`config.mk`:
```
export PLATFORM = sky130hd
export DESIGN_NAME = mem_port_arbiter
export DESIGN_NICKNAME = d
export VERILOG_FILES = /design/src/rtl/mem_port_arbiter_pkg.sv /design/src/rtl/mem_port_arbiter_arb_pick.sv /design/src/rtl/mem_port_arbiter.sv
export SDC_FILE = /design/constraint.sdc
export NUM_CORES = 1
export LEC_CHECK = 0
export CORE_ASPECT_RATIO = 1.1
export CORE_MARGIN = 2
export CORE_UTILIZATION = 46
export DETAILED_ROUTE_END_ITERATION = 8
export DONT_BUFFER_PORTS = 1
export PLACE_DENSITY = 0.69
export SLEW_MARGIN = 10
export SYNTH_ARGS = -nofsm -noshare
export SYNTH_HDL_FRONTEND = slang
export SYNTH_SLANG_ARGS = --single-unit
```
`constraint.sdc`:
```
create_clock -name clk -period 3 [get_ports clk]
set_clock_uncertainty 0.15 [all_clocks]
set_input_delay 0.6 -clock clk [delete_from_list [all_inputs] [get_ports clk]]
set_output_delay 0.6 -clock clk [all_outputs]
set_load 0.05 [all_outputs]
```
`src/rtl/mem_port_arbiter_pkg.sv`:
```
// Shared types and constants for the main-memory port arbiter.
package mem_arb_pkg;

  typedef enum logic [1:0] {
    IDLE   = 2'd0,
    ACCESS = 2'd1,
    DONE   = 2'd2
  } state_t;

  localparam logic OWN_CPU = 1'b0;
  localparam logic OWN_LDR = 1'b1;

  // Wide enough for LAT-1 and STARVE_MAX over their 1..15 range.
  localparam int unsigned CNT_W = 4;

endpackage

```
`src/rtl/mem_port_arbiter_arb_pick.sv`:
```
// Winner select between CPU and loader, with a saturating starvation counter
// that forces the loader through after STARVE_MAX consecutive CPU wins.
module arb_pick
  import mem_arb_pkg::*;
#(
  parameter int unsigned STARVE_MAX = 4
) (
  input  logic clk,
  input  logic reset,
  input  logic cpu_req,
  input  logic ldr_req,
  input  logic grant_strobe,
  output logic pick_ldr,
  output logic grant_valid
);

  logic [CNT_W-1:0] starve_cnt;
  logic             starved;

  always_comb begin
    starved     = (starve_cnt == CNT_W'(STARVE_MAX));
    grant_valid = cpu_req | ldr_req;
    pick_ldr    = ldr_req & (~cpu_req | starved);
  end

  // Only CPU wins over a waiting loader accumulate; anything else resets the run.
  always_ff @(posedge clk) begin
    if (reset) begin
      starve_cnt <= '0;
    end else if (grant_strobe) begin
      if (pick_ldr || !ldr_req) begin
        starve_cnt <= '0;
      end else if (!starved) begin
        starve_cnt <= starve_cnt + CNT_W'(1);
      end
    end
  end

endmodule

```
`src/rtl/mem_port_arbiter.sv`:
```
// Shares the single-port main memory between the CPU memory path and the
// loader/debug port: fixed-latency access, one-cycle ack, CPU priority.
module mem_port_arbiter
  import mem_arb_pkg::*;
#(
  parameter int unsigned AW         = 16,
  parameter int unsigned DW         = 16,
  parameter int unsigned LAT        = 2,
  parameter int unsigned STARVE_MAX = 4
) (
  input  logic          clk,
  input  logic          reset,
  input  logic          cpu_req,
  input  logic          cpu_we,
  input  logic [AW-1:0] cpu_addr,
  input  logic [DW-1:0] cpu_wdata,
  output logic [DW-1:0] cpu_rdata,
  output logic          cpu_ack,
  input  logic          ldr_req,
  input  logic          ldr_we,
  input  logic [AW-1:0] ldr_addr,
  input  logic [DW-1:0] ldr_wdata,
  output logic [DW-1:0] ldr_rdata,
  output logic          ldr_ack,
  output logic          mem_en,
  output logic          mem_we,
  output logic [AW-1:0] mem_addr,
  output logic [DW-1:0] mem_wdata,
  input  logic [DW-1:0] mem_rdata,
  output logic          busy,
  output logic          owner
);

  state_t           state;
  logic [CNT_W-1:0] cnt;
  logic             lat_we;
  logic [AW-1:0]    lat_addr;
  logic [DW-1:0]    lat_wdata;
  logic             owner_q;
  logic [DW-1:0]    cpu_rdata_q;
  logic [DW-1:0]    ldr_rdata_q;
  logic             pick_ldr;
  logic             grant_valid;
  logic             grant_strobe;

  assign grant_strobe = (state == IDLE) && grant_valid;

  arb_pick #(
    .STARVE_MAX(STARVE_MAX)
  ) u_pick (
    .clk         (clk),
    .reset       (reset),
    .cpu_req     (cpu_req),
    .ldr_req     (ldr_req),
    .grant_strobe(grant_strobe),
    .pick_ldr    (pick_ldr),
    .grant_valid (grant_valid)
  );

  always_ff @(posedge clk) begin
    if (reset) begin
      state       <= IDLE;
      cnt         <= '0;
      lat_we      <= 1'b0;
      lat_addr    <= '0;
      lat_wdata   <= '0;
      owner_q     <= OWN_CPU;
      cpu_rdata_q <= '0;
      ldr_rdata_q <= '0;
    end else begin
      case (state)
        IDLE: begin
          if (grant_valid) begin
            owner_q   <= pick_ldr ? OWN_LDR : OWN_CPU;
            lat_we    <= pick_ldr ? ldr_we : cpu_we;
            lat_addr  <= pick_ldr ? ldr_addr : cpu_addr;
            lat_wdata <= pick_ldr ? ldr_wdata : cpu_wdata;
            cnt       <= CNT_W'(LAT - 1);
            state     <= ACCESS;
          end
        end
        ACCESS: begin
          if (cnt == '0) begin
            if (!lat_we) begin
              if (owner_q == OWN_LDR) ldr_rdata_q <= mem_rdata;
              else                    cpu_rdata_q <= mem_rdata;
            end
            state <= DONE;
          end else begin
            cnt <= cnt - CNT_W'(1);
          end
        end
        DONE:    state <= IDLE;
        default: state <= IDLE;
      endcase
    end
  end

  always_comb begin
    mem_en    = (state == ACCESS);
    mem_we    = (state == ACCESS) && lat_we;
    mem_addr  = lat_addr;
    mem_wdata = lat_wdata;
    cpu_ack   = (state == DONE) && (owner_q == OWN_CPU);
    ldr_ack   = (state == DONE) && (owner_q == OWN_LDR);
    cpu_rdata = cpu_rdata_q;
    ldr_rdata = ldr_rdata_q;
    busy      = (state != IDLE);
    owner     = owner_q;
  end

endmodule
```
==> run_results.csv <==
group,metric,value,unit
timing,timing.fmax,432.0,MHz
logic_synthesis,synth.top_cell.area_share,48.50,%
timing,timing.final.crit_share,77.16,%
global_route,groute.layer.met3.usage,6.000,%
logic_synthesis,synth.distinct_cells,40,
logic_synthesis,postSynthRegisterBits,76,
critical_path,r2r_start,"cnt[0]$_SDFFE_PP0P_",
routing,post_drt_via_cell_ratio,5.669,
global_route,overall_fraction_of_global_route_tracks_in_use,17.12,%
floorplan,pin_count,156,
cells_and_area,nFillCells,636,
clock_tree,max-clock-path-buffers,2,
routing,routed_wl,6.547,mm
timing,setup_viol_count_final,0,
place,routability_driven_placement_congestion_ratio,0.7232,
cells_and_area,instances_no_fill,399,
logic_synthesis,synth_ff_type,"sky130_fd_sc_hd__dfxtp_1",
clock_tree,worst_skew_pair.late_latency,340,ps
timing,final.min_clock_period,2315,ps
place,place_ws,704.0,ps
floorplan,core_area,6594,µm²
place,dpl.cell_count,384,
critical_path,cp.arrival,1560,ps
global_route,met2_usage,28.76,%
cells_and_area,design.final.nets,403,
timing,setup_repair_after_global_routing_missed_its_margin,"no",
clock_tree,htree_levels,3,
cells_and_area,share_of_cells_above_drive_strength_1,15.46,%
place,placed_cell_area,3183,µm²
routing,drtPass1Iterations,4,
timing,final-hold-violation-count,0,
critical_path,worst_setup_path_start_kind,"flop",
cells_and_area,diodes,0,
cells_and_area,register_area,1521,µm²
logic_synthesis,synth_commonest_cells,"76 x sky130_fd_sc_hd__dfxtp_1, 57 x sky130_fd_sc_hd__nand2_1, 34 x sky130_fd_sc_hd__mux2i_1, 34 x sky130_fd_sc_hd__o2bb2ai_1, 24 x sky130_fd_sc_hd__a21oi_1",
clock_tree,post_cts_resized,0,
routing,wl_per_cell,16.41,µm
critical_path,reg2reg_setup_slack,700,ps
cells_and_area,postLayoutCellArea,3373,µm²
logic_synthesis,synth_seq_area_share,48.50,%
logic_synthesis,netlist.top_cell.by_area,"sky130_fd_sc_hd__dfxtp_1",
place,port-buffer-count,0,
floorplan,placementRows,31,
cells_and_area,multiInputGateArea,1484,µm²
logic_synthesis,synthTopCellsByArea,"sky130_fd_sc_hd__dfxtp_1 49%, sky130_fd_sc_hd__mux2i_1 11%, sky130_fd_sc_hd__o2bb2ai_1 9.5%",
global_route,global_route.peak_usage_layer,"met2",
power,p_leak,1.167,nW
timing,slew_at_the_pin_closest_to_its_max_slew_limit,818.4,ps
timing,fin_tns_setup,0,ps
clock_tree,cts_buffers,9,
logic_synthesis,yosys.cell_count.top_type,"sky130_fd_sc_hd__dfxtp_1",
power,power_density,704.5,nW/µm²
critical_path,criticalPathCategory,"reg2out",
logic_synthesis,synth.avg_cell_area,9.864,µm²
global_route,grt_antenna_before_repair,0,
logic_synthesis,postSynthNetCount,408,
floorplan,effective_utilization_at_floorplan,47.57,%
logic_synthesis,async_flop_share,0,%
clock_tree,cts_tree,"built",
logic_synthesis,syn_area,3137,µm²
timing,layout_setup_ws,685.2,ps
logic_synthesis,synthCells,318,
clock_tree,cts.sinks,76,
worst_hold_path,min-delay-start,"reset",
place,hpwlAfterDp,4.678,mm
logic_synthesis,synth_enable_flop_cells,0,
global_route,first_global_vias,2109,
floorplan,die_area,7496,µm²
power,worst_ir_drop_vdd,0.3384,mV
status,outcome,"completed",
critical_path,timing.critical_path.fanout_max,7,
clock_tree,post_cts.repair.setup_buffers,0,
cells_and_area,synthToLayoutAreaGrowth,7.539,%
floorplan,die_w,82.74,µm
global_route,globalRouteOverflowTotal,0,
routing,drt_iter0_markers,39,
clock_tree,clkTransAtPathRegs,80,ps
critical_path,critPathCaptureType,"output pin",
global_route,grt_first_pass_wirelength,9.825,mm
global_route,use_met1,18.34,%
logic_synthesis,yosys_warnings,0,
flow_run,max_cap_violations,0,
critical_path,cp_data_required_time,2250,ps
clock_tree,cts_root_buf,"sky130_fd_sc_hd__clkbuf_8",
timing,pins_over_their_slew_limit,0,
routing,dr_total_vias,2262,
routing,drcViolationCount,0,
critical_path,crit_path_start,"state[1]$_SDFFE_PP0P_",
global_route,grt_max_degree,44,
worst_hold_path,min_path_type,"in2reg",
floorplan,die_height,90.61,µm
routing,postRouteAntennaNets,0,
clock_tree,cts_hold_fix_bufs,0,
cells_and_area,finish.utilization,51.16,%
timing,slew-limit-headroom,45.03,%
flip-flops by register name (all words and copies together), names as in the netlist, 2 cells and up:
name               flops
u_pick.starve_cnt      4
state                  2
cnt                    4
cpu_rdata             16
mem_wdata             16
mem_addr              16
ldr_rdata             16
per-stage QoR:
stage	power [mW]	hold slack, ps
after CTS	2.414	141.7
final	2.376	173.7
after global placement	1.644	320.7
after floorplan	1.604	311.5
after detailed placement	1.650	336.7
after global routing	2.480	152.2
metal layers:
metal	vias to the layer above	part of all wire, %
li1	1109	-
met1	1010	39
met2	134	47
met3	9	12
met4	0	1.7
met5	-	0
worst max-delay path: stages (launching register included):
cell	delay, ps
sky130_fd_sc_hd__dfxtp_1	330
sky130_fd_sc_hd__nand2b_1	290
sky130_fd_sc_hd__inv_1	130
sky130_fd_sc_hd__and2_1	470
path summary, 6_finish.rpt:
| kind | end | depth (start not counted) |
|---|---|---|
| setup / recovery | mem_we | 3 |
| hold / removal | owner$_SDFFE_PP0P_ | 1 |
| setup reg to reg | cpu_rdata[5]$_SDFFE_PP0P_ | 6 |
| hold reg to reg | cnt[1]$_SDFFE_PP0P_ | 2 |
area by class of cell:
cell class	instances	area share [%]
clock buffers	10	4.080
clock inverters	5	1.558
inverters	6	0.6677
multi-input cells	213	43.99
flip-flops and latches	76	45.10
well taps	82	3.042
repair buffers	7	1.558
cell usage in the layout (no fill, tap or decap), types with 2 or more instances in the layout:
master,count
sky130_fd_sc_hd__a21oi_2,10
sky130_fd_sc_hd__nor2_1,5
sky130_fd_sc_hd__nand2b_1,4
sky130_fd_sc_hd__xor2_1,2
sky130_fd_sc_hd__nand2_2,10
sky130_fd_sc_hd__mux2i_1,34
sky130_fd_sc_hd__buf_4,7
sky130_fd_sc_hd__nor3_1,2
sky130_fd_sc_hd__nand2_1,57
sky130_fd_sc_hd__clkinv_2,3
sky130_fd_sc_hd__clkbuf_8,10
sky130_fd_sc_hd__o2bb2ai_1,34
sky130_fd_sc_hd__a21oi_1,24
sky130_fd_sc_hd__inv_1,6
sky130_fd_sc_hd__ha_1,4
sky130_fd_sc_hd__nand3_1,4
sky130_fd_sc_hd__dfxtp_1,76
power breakdown:
| part | switching, mW | internal [mW] |
|---|---|---|
| logic | 0.160 | 0.0923 |
| registers | 0.286 | 1.08 |
| clock network | 0.356 | 0.398 |
logic make-up (layout without fill, tap and decap cells):
family	count (synthesis)	count (layout)	share of synthesized area, %
xor gates and xnor gates	2	2	0.5585
and+or+nand+nor	96	96	15.52
DFF	76	76	48.50
adders and majority gates	4	4	1.596
buffers and inverters	29	28	4.786
muxes	34	34	10.85
AOI/OAI and AO/OA	77	77	18.19
No activity file was read; power rests on OpenSTA's default activity.
